`config.mk`:
```
export PLATFORM = sky130hd
export DESIGN_NAME = fixed_point_vector_alu
export DESIGN_NICKNAME = d
export VERILOG_FILES = /design/src/rtl/fixed_point_vector_alu_pkg.sv /design/src/rtl/fixed_point_vector_alu_div_lane.sv /design/src/rtl/fixed_point_vector_alu.sv
export SDC_FILE = /design/constraint.sdc
export NUM_CORES = 2
export LEC_CHECK = 0
export BUFFER_PORTS_ARGS = -buffer_cell sky130_fd_sc_hd__buf_4
export CAP_MARGIN = 20
export CORE_AREA = 8 8 321 323
export CTS_CLUSTER_SIZE = 10
export DETAILED_ROUTE_END_ITERATION = 10
export DIE_AREA = 0 0 329 331
export PLACE_DENSITY_LB_ADDON = 0.3
export SYNTH_ARGS = -nofsm -noshare
export SYNTH_HDL_FRONTEND = slang
export SYNTH_SLANG_ARGS = --single-unit
```
`constraint.sdc`:
```
create_clock -name clk_i -period 4.1 [get_ports clk_i]
set_input_delay 0.41 -clock clk_i [delete_from_list [all_inputs] [get_ports clk_i]]
set_output_delay 0.41 -clock clk_i [all_outputs]
set_load 0.05 [all_outputs]
```
`src/rtl/fixed_point_vector_alu_pkg.sv`:
```
// Shared types and helpers for the multi-lane fixed-point ALU.
// Default geometry is Q5.3 over four lanes.
package fixed_point_vector_alu_pkg;

    localparam int DEF_INT_BITS  = 5;
    localparam int DEF_FRAC_BITS = 3;
    localparam int DEF_LANES     = 4;
    localparam int DEF_W         = DEF_INT_BITS + DEF_FRAC_BITS;

    localparam logic signed [DEF_W-1:0] DEF_MAXV = {1'b0, {(DEF_W-1){1'b1}}};
    localparam logic signed [DEF_W-1:0] DEF_MINV = {1'b1, {(DEF_W-1){1'b0}}};

    typedef logic signed [DEF_W-1:0]         fixed_point_t;
    typedef logic [DEF_LANES*DEF_W-1:0]      vector_t;

    typedef enum logic [2:0] {
        OP_NOP = 3'd0,
        OP_ADD = 3'd1,
        OP_SUB = 3'd2,
        OP_DIV = 3'd3,
        OP_MUL = 3'd4,
        OP_EXP = 3'd5
    } operation_t;

    typedef enum logic [1:0] {
        ST_IDLE     = 2'd0,
        ST_DIV_BUSY = 2'd1,
        ST_HOLD     = 2'd2
    } state_t;

    // Clamp a wide signed value into the range of a w-bit two's complement word.
    function automatic logic signed [31:0] saturate(input logic signed [31:0] v,
                                                    input int w,
                                                    output logic sat);
        logic signed [31:0] hi;
        logic signed [31:0] lo;
        logic signed [31:0] r;
        hi = (32'sd1 <<< (w - 1)) - 32'sd1;
        lo = -hi - 32'sd1;
        if (v > hi) begin
            r   = hi;
            sat = 1'b1;
        end else if (v < lo) begin
            r   = lo;
            sat = 1'b1;
        end else begin
            r   = v;
            sat = 1'b0;
        end
        return r;
    endfunction

endpackage

```
`src/rtl/fixed_point_vector_alu_div_lane.sv`:
```
// One lane of the iterative restoring divider: one quotient bit per clock,
// result signed and clamped, divide-by-zero reported separately.
module fixed_point_vector_alu_div_lane
    import fixed_point_vector_alu_pkg::*;
#(
    parameter int W         = DEF_W,
    parameter int FRAC_BITS = DEF_FRAC_BITS
) (
    input  logic         clk_i,
    input  logic         rst_ni,
    input  logic         start_i,
    input  logic [W-1:0] a_i,
    input  logic [W-1:0] b_i,
    output logic         done_o,
    output logic [W-1:0] q_o,
    output logic         sat_o,
    output logic         div_zero_o
);

    localparam int Q  = W + FRAC_BITS + 1;
    localparam int CW = $clog2(Q + 1);

    logic [Q-1:0]  num_r;
    logic [Q-1:0]  quo_r;
    logic [W:0]    rem_r;
    logic [W:0]    den_r;
    logic [CW-1:0] cnt_r;
    logic          run_r;
    logic          neg_r;
    logic          a_neg_r;
    logic          dz_r;

    logic [W:0]         a_mag_s;
    logic [W:0]         b_mag_s;
    logic [W+1:0]       rem_sh_s;
    logic [W:0]         rem_nx_s;
    logic               bit_s;
    logic signed [31:0] quo_x_s;
    logic signed [31:0] q_val_s;
    logic               q_sat_s;

    // Operand magnitudes at W+1 bits so that |MINV| is representable.
    always_comb begin
        if (a_i[W-1]) begin
            a_mag_s = {1'b0, ~a_i} + {{W{1'b0}}, 1'b1};
        end else begin
            a_mag_s = {1'b0, a_i};
        end
        if (b_i[W-1]) begin
            b_mag_s = {1'b0, ~b_i} + {{W{1'b0}}, 1'b1};
        end else begin
            b_mag_s = {1'b0, b_i};
        end
    end

    // One restoring step: shift in the next numerator bit, subtract if it fits.
    always_comb begin
        rem_sh_s = {rem_r, num_r[Q-1]};
        bit_s    = (rem_sh_s >= {1'b0, den_r});
        if (bit_s) begin
            rem_nx_s = (W+1)'(rem_sh_s - {1'b0, den_r});
        end else begin
            rem_nx_s = rem_sh_s[W:0];
        end
    end

    // Divider state: load on start, then Q iterations, then idle.
    always_ff @(posedge clk_i or negedge rst_ni) begin
        if (!rst_ni) begin
            num_r   <= '0;
            quo_r   <= '0;
            rem_r   <= '0;
            den_r   <= '0;
            cnt_r   <= '0;
            run_r   <= 1'b0;
            neg_r   <= 1'b0;
            a_neg_r <= 1'b0;
            dz_r    <= 1'b0;
        end else if (start_i) begin
            num_r   <= {a_mag_s, {FRAC_BITS{1'b0}}};
            quo_r   <= '0;
            rem_r   <= '0;
            den_r   <= b_mag_s;
            cnt_r   <= CW'(Q);
            run_r   <= 1'b1;
            neg_r   <= a_i[W-1] ^ b_i[W-1];
            a_neg_r <= a_i[W-1];
            dz_r    <= (b_i == {W{1'b0}});
        end else if (run_r) begin
            if (cnt_r != {CW{1'b0}}) begin
                num_r <= {num_r[Q-2:0], 1'b0};
                rem_r <= rem_nx_s;
                quo_r <= {quo_r[Q-2:0], bit_s};
                cnt_r <= cnt_r - CW'(1);
            end else begin
                run_r <= 1'b0;
            end
        end else begin
            run_r <= 1'b0;
        end
    end

    assign done_o = run_r && (cnt_r == {CW{1'b0}});

    // Apply the quotient sign and clamp; division by zero pins to the rail of a's sign.
    always_comb begin
        quo_x_s = $signed({{(32-Q){1'b0}}, quo_r});
        q_val_s = neg_r ? -quo_x_s : quo_x_s;
        q_sat_s = 1'b0;
        if (dz_r) begin
            q_o        = a_neg_r ? {1'b1, {(W-1){1'b0}}} : {1'b0, {(W-1){1'b1}}};
            sat_o      = 1'b0;
            div_zero_o = 1'b1;
        end else begin
            q_o        = W'(saturate(q_val_s, W, q_sat_s));
            sat_o      = q_sat_s;
            div_zero_o = 1'b0;
        end
    end

endmodule

```
`src/rtl/fixed_point_vector_alu.sv`:
```
// Multi-lane sequential fixed-point ALU with valid/ready on both sides;
// single-cycle ADD/SUB/MUL/NOP and a per-lane multi-cycle exact divider.
module fixed_point_vector_alu
    import fixed_point_vector_alu_pkg::*;
#(
    parameter int IntBits  = DEF_INT_BITS,
    parameter int FracBits = DEF_FRAC_BITS,
    parameter int Lanes    = DEF_LANES
) (
    input  logic               clk_i,
    input  logic               rst_ni,
    input  logic               in_valid_i,
    output logic               in_ready_o,
    input  logic [2:0]         op_i,
    input  logic               round_i,
    input  logic [Lanes*(IntBits+FracBits)-1:0] a_i,
    input  logic [Lanes*(IntBits+FracBits)-1:0] b_i,
    output logic               out_valid_o,
    input  logic               out_ready_i,
    output logic [Lanes*(IntBits+FracBits)-1:0] result_o,
    output logic [Lanes-1:0]   sat_o,
    output logic [Lanes-1:0]   div_zero_o,
    output logic               op_err_o
);

    localparam int W = IntBits + FracBits;
    localparam logic signed [31:0] HALF = 32'sd1 <<< (FracBits - 1);

    state_t                 state_r;
    state_t                 next_s;
    operation_t             op_s;
    logic                   in_ready_r;
    logic                   out_valid_r;
    logic [Lanes*W-1:0]     result_r;
    logic [Lanes-1:0]       sat_r;
    logic [Lanes-1:0]       dz_r;
    logic                   err_r;

    logic                   is_div_s;
    logic                   accept_s;
    logic                   start_s;
    logic [Lanes*W-1:0]     alu_res_s;
    logic [Lanes-1:0]       alu_sat_s;
    logic                   alu_err_s;
    logic signed [31:0]     ax_s;
    logic signed [31:0]     bx_s;
    logic signed [31:0]     pre_s;
    logic                   lane_sat_s;

    logic [Lanes-1:0]       div_done_v_s;
    logic                   div_done_s;
    logic [Lanes*W-1:0]     div_q_s;
    logic [Lanes-1:0]       div_sat_s;
    logic [Lanes-1:0]       div_dz_s;

    assign op_s       = operation_t'(op_i);
    assign is_div_s   = (op_s == OP_DIV);
    assign accept_s   = in_ready_r && in_valid_i;
    assign start_s    = accept_s && is_div_s;
    assign div_done_s = &div_done_v_s;

    for (genvar g = 0; g < Lanes; g++) begin : g_lane
        fixed_point_vector_alu_div_lane #(
            .W         (W),
            .FRAC_BITS (FracBits)
        ) u_div (
            .clk_i      (clk_i),
            .rst_ni     (rst_ni),
            .start_i    (start_s),
            .a_i        (a_i[g*W +: W]),
            .b_i        (b_i[g*W +: W]),
            .done_o     (div_done_v_s[g]),
            .q_o        (div_q_s[g*W +: W]),
            .sat_o      (div_sat_s[g]),
            .div_zero_o (div_dz_s[g])
        );
    end

    // Single-cycle lane arithmetic; widened to 32 bits so nothing wraps before the clamp.
    always_comb begin
        alu_res_s  = '0;
        alu_sat_s  = '0;
        alu_err_s  = 1'b0;
        ax_s       = '0;
        bx_s       = '0;
        pre_s      = '0;
        lane_sat_s = 1'b0;
        case (op_s)
            OP_NOP: alu_res_s = a_i;
            OP_ADD, OP_SUB, OP_MUL: begin
                for (int i = 0; i < Lanes; i++) begin
                    ax_s = 32'(signed'(a_i[i*W +: W]));
                    bx_s = 32'(signed'(b_i[i*W +: W]));
                    if (op_s == OP_ADD) begin
                        pre_s = ax_s + bx_s;
                    end else if (op_s == OP_SUB) begin
                        pre_s = ax_s - bx_s;
                    end else begin
                        pre_s = (ax_s * bx_s + (round_i ? HALF : 32'sd0)) >>> FracBits;
                    end
                    alu_res_s[i*W +: W] = W'(saturate(pre_s, W, lane_sat_s));
                    alu_sat_s[i]        = lane_sat_s;
                end
            end
            OP_DIV: alu_err_s = 1'b0;
            default: alu_err_s = 1'b1;
        endcase
    end

    // Next-state logic for the request/hold sequencing.
    always_comb begin
        next_s = state_r;
        case (state_r)
            ST_IDLE: begin
                if (in_valid_i) begin
                    next_s = is_div_s ? ST_DIV_BUSY : ST_HOLD;
                end else begin
                    next_s = ST_IDLE;
                end
            end
            ST_DIV_BUSY: begin
                if (div_done_s) begin
                    next_s = ST_HOLD;
                end else begin
                    next_s = ST_DIV_BUSY;
                end
            end
            ST_HOLD: begin
                if (out_ready_i) begin
                    next_s = ST_IDLE;
                end else begin
                    next_s = ST_HOLD;
                end
            end
            default: next_s = ST_IDLE;
        endcase
    end

    // State register plus registered handshake outputs and result capture.
    always_ff @(posedge clk_i or negedge rst_ni) begin
        if (!rst_ni) begin
            state_r     <= ST_IDLE;
            in_ready_r  <= 1'b1;
            out_valid_r <= 1'b0;
            result_r    <= '0;
            sat_r       <= '0;
            dz_r        <= '0;
            err_r       <= 1'b0;
        end else begin
            state_r     <= next_s;
            in_ready_r  <= (next_s == ST_IDLE);
            out_valid_r <= (next_s == ST_HOLD);
            if (accept_s && !is_div_s) begin
                result_r <= alu_res_s;
                sat_r    <= alu_sat_s;
                dz_r     <= '0;
                err_r    <= alu_err_s;
            end else if ((state_r == ST_DIV_BUSY) && div_done_s) begin
                result_r <= div_q_s;
                sat_r    <= div_sat_s;
                dz_r     <= div_dz_s;
                err_r    <= 1'b0;
            end else begin
                err_r    <= err_r;
            end
        end
    end

    assign in_ready_o  = in_ready_r;
    assign out_valid_o = out_valid_r;
    assign result_o    = result_r;
    assign sat_o       = sat_r;
    assign div_zero_o  = dz_r;
    assign op_err_o    = err_r;

endmodule

```
==> impl_results.md <==
- Failing checks: setup timing
- Pre-CTS setup slack: -1.487 ns
- Initial drt markers: approximately 1400
- Clk root buf: clkbuf_16
- Fraction of layout cells with a size suffix above 1: 0.2297
- Fmax: 203.3 MHz
- Port Buffers: 114
- Total CTS buffers: 29
- Setup slack after layout: -0.8198 ns
- RSZ-0062 raised after global routing: yes
- GRT Total Usage: 0.1601
- Initial Utilization: 0.2874
- Clock buffer depth: 3
- Final WL: 88.23 mm
- # clock sinks: 233
- Sequential-to-total area share from yosys stat: 0.2077
- CTS tree: done
- Vias: 25290
- Max VDD drop: between 300 and 400 µV
- WP data required: 4.59 ns
- Max Cap Viol: 0
- Largest net degree at the start of global routing: 93
- Critical path peak fanout: 6
- Avg Cell Area, Syn: 8.115 µm²
- Post-Synthesis Cells: ~3500
- Antenna viol nets, final: 0
- Remaining Overflow, GRT: 0
- EDFF count, synth: 0
- # DRC: 0
- Clk_skew: about 0.018 ns
- Setup violators final: 36
- Commonest non-fill, non-tap cell in the layout: buf_4
- Crit. End Element: register
- Crit-path cells: buf_12 -> clkinv_8 -> nor2_4 -> inv_2 -> fa_2 -> fa_1 -> inv_1 -> fa_1 -> inv_1 -> fa_1 -> inv_2 -> ha_4 -> nand4_1 -> o31a_1 -> a311oi_2 -> xor2_1 -> a31oi_1 -> or4_4 -> a21oi_4 -> buf_4 -> o2bb2ai_2 -> a21oi_1
- Max Slew Vio Count: 0
- Worst Setup Path Type: in -> reg
- CP dominant cell by count: fa_1
- Num ports: 115
- Core area: 97700 µm²
- Total Power: 26.28 mW
- Initial antenna violation count: 5
- Syn nets: 4012
- Vias in the first global route: 25530
- DRT Pass-1 Iters: 6
- Synth async-reset ratio: 1.000
- Chip Width: approximately 330 µm
- CP startpoint kind: primary input
- Final hold vios: 0
- Worst rel slew slack: 0.2800
- Slowest Stage Delay on Critical Path: 0.55 ns
- Worst Hold Class: in -> reg
- Least-Margin Pin Slew: 1.080 ns
- Syn-to-layout area delta: 28.07%
- Commonest cells after routing, fill and taps aside: buf_4, nand2_1, inv_1
- RePlAce Congestion: 0.8563
- CP max-delay cell: fa_1
- Worst-path clk slew: 0.06 ns
- # rows: 115
- First-pass GRT wire length: 141.6 mm
- Status: finished with violations
- Die H: roughly 330 µm
- Clock latency on the worst-skew pair: 0.58 ns
- Full die area: 108900 µm²
- Final min period: 4.920 ns
- WL/cell: 17.00 µm
- Mapped cell area: 28080 µm²
- Nets: approximately 4400
- Crit path DAT: 5.41 ns
- Warnings, synthesis: 0
- CTS HTree Levels: 1
- Count of unique library cells instantiated by Yosys: 93
- LEAKAGE: ~17 nW
- Seq cells post-synth: around 230
- Fin crit share: 1.200
- Power per standard cell area: 730.7 nW/µm²
- FILL cells: ~10000
- Post-synth top flop: dfrtp_1
- Dpl hpwl: 70.08 mm
- Vias per inst: 4.873
-- sequential cells by signal, summed over array words and instances, names as in the netlist --
register	count
div_zero_o	4
g_lane.u_div.a_neg_r	4
g_lane.u_div.cnt_r	16
g_lane.u_div.den_r	36
g_lane.u_div.dz_r	4
g_lane.u_div.neg_r	4
g_lane.u_div.num_r	36
g_lane.u_div.quo_r	48
g_lane.u_div.rem_r	36
g_lane.u_div.run_r	4
in_ready_o	1
op_err_o	1
out_valid_o	1
result_o	32
sat_o	4
state_r	2
-- critical path: cells and delay by family --
kind / cells / cell delay [ns]
AND/OR/NAND/NOR: 3 / 0.69
buffers and inverters: 7 / 0.52
adder cells (fa/ha/maj): 5 / 2.31
XOR/XNOR: 1 / 0.27
AO/OA/AOI/OAI: 6 / 1.22
-- path summary, 6_finish.rpt --
| path | endpoint | slack, ns | cells after the start | start |
|---|---|---|---|---|
| hold reg to reg | g_lane[1].u_div.den_r[5] | 0.48 | 2 | g_lane[1].u_div.den_r[5] |
| hold / removal | out_valid_o | 0.14 | 4 | out_ready_i |
| max in group asynchronous | g_lane[0].u_div.dz_r | 2.52 | 3 | rst_ni |
| setup / recovery | result_o[13] | -0.82 | 22 | a_i[15] |
| min in group asynchronous | g_lane[3].u_div.den_r[7] | 0.47 | 2 | rst_ni |
| setup reg to reg | result_o[18] | 0.38 | 11 | g_lane[2].u_div.quo_r[5] |
-- repair_timing --
action / in CTS / in global routing
resized for setup: 144 / 104
hold buffers: 1 / 0
pin swaps: 106 / 106
buffers inserted: 31 / 23
endpoints found under the hold margin: 88 / 0
setup endpoints to repair: 36 / 36
-- per-stage QoR --
step                      utilization  hold WS, ns  TNS, ns  std cells  cell area (µm²)
after floorplan                     -       0.1144   -28.42       3460            29130
after global placement         0.3449       0.4657   -44.99       5086            33690
after detailed placement       0.3449       0.4727   -46.36       5086            33690
after CTS                      0.3615      0.09372   -21.66       5165            35320
after global routing           0.3680       0.1687   -28.73       5188            35950
final                          0.3680       0.1393   -22.62       5190            35960
-- power breakdown --
group          leakage [nW]  switching (mW)  total [mW]  internal (mW)
Sequential             2.89            1.03        4.29           3.26
Combinational          13.2            10.4        19.5           9.14
Clock                 0.440            1.03        2.45           1.42
-- cell families after synthesis --
kind of cell | Yosys count | synth area share
AO/OA/AOI/OAI | 777 | 0.1810
buffers and inverters | 648 | 0.08708
flip-flops | 233 | 0.2077
AND/OR/NAND/NOR | 1143 | 0.1864
XOR/XNOR | 143 | 0.04461
multiplexers | 36 | 0.01297
adder cells (fa/ha/maj) | 480 | 0.2802
-- area by class of cell --
class                   instances  area (µm²)  share of cell area
flip-flops and latches        233        5832              0.1622
clock buffers                  45       855.8             0.02380
clock inverters                 4       35.03           0.0009743
inverters                     498        1969             0.05477
multi-input cells            2579       21190              0.5893
diodes                          2       5.005           0.0001392
repair buffers                542        4461              0.1240
well taps                    1287        1610             0.04478
-- per-layer routing --
| layer | track usage | routed length (µm) |
|---|---|---|
| met5 | 0 | 27 |
| met4 | 0.04076 | 2164 |
| met3 | 0.02118 | 3727 |
| met2 | 0.2595 | 40010 |
| met1 | 0.2249 | 42290 |
-- synthesized netlist by cell type, types with 10 or more instances --
cell	instances	area share
nand2_1	457	0.061
dfrtp_1	232	0.21
o31ai_1	32	0.0086
inv_1	485	0.065
o31a_1	19	0.0059
nor2_1	307	0.041
o41ai_1	13	0.0041
fa_1	248	0.18
o211ai_1	18	0.0048
a21oi_1	213	0.038
a31oi_1	43	0.0096
nand3_1	41	0.0073
o22ai_1	29	0.0065
o21ai_0	162	0.029
and2_1	95	0.021
nor3_1	35	0.0062
a21o_1	37	0.0099
nand2b_1	50	0.011
mux2i_1	33	0.012
o21a_1	22	0.0059
ha_1	232	0.10
a211oi_1	43	0.011
xor2_1	41	0.013
xnor2_1	102	0.032
nand4_1	24	0.0053
o21bai_1	10	0.0027
nor4_1	21	0.0047
nor2b_1	37	0.0082
buf_1	14	0.0019
or3_1	23	0.0051
clkinv_1	13	0.0017
clkbuf_1	128	0.017
a22oi_1	16	0.0043
No activity file was read; power rests on OpenSTA's default activity.
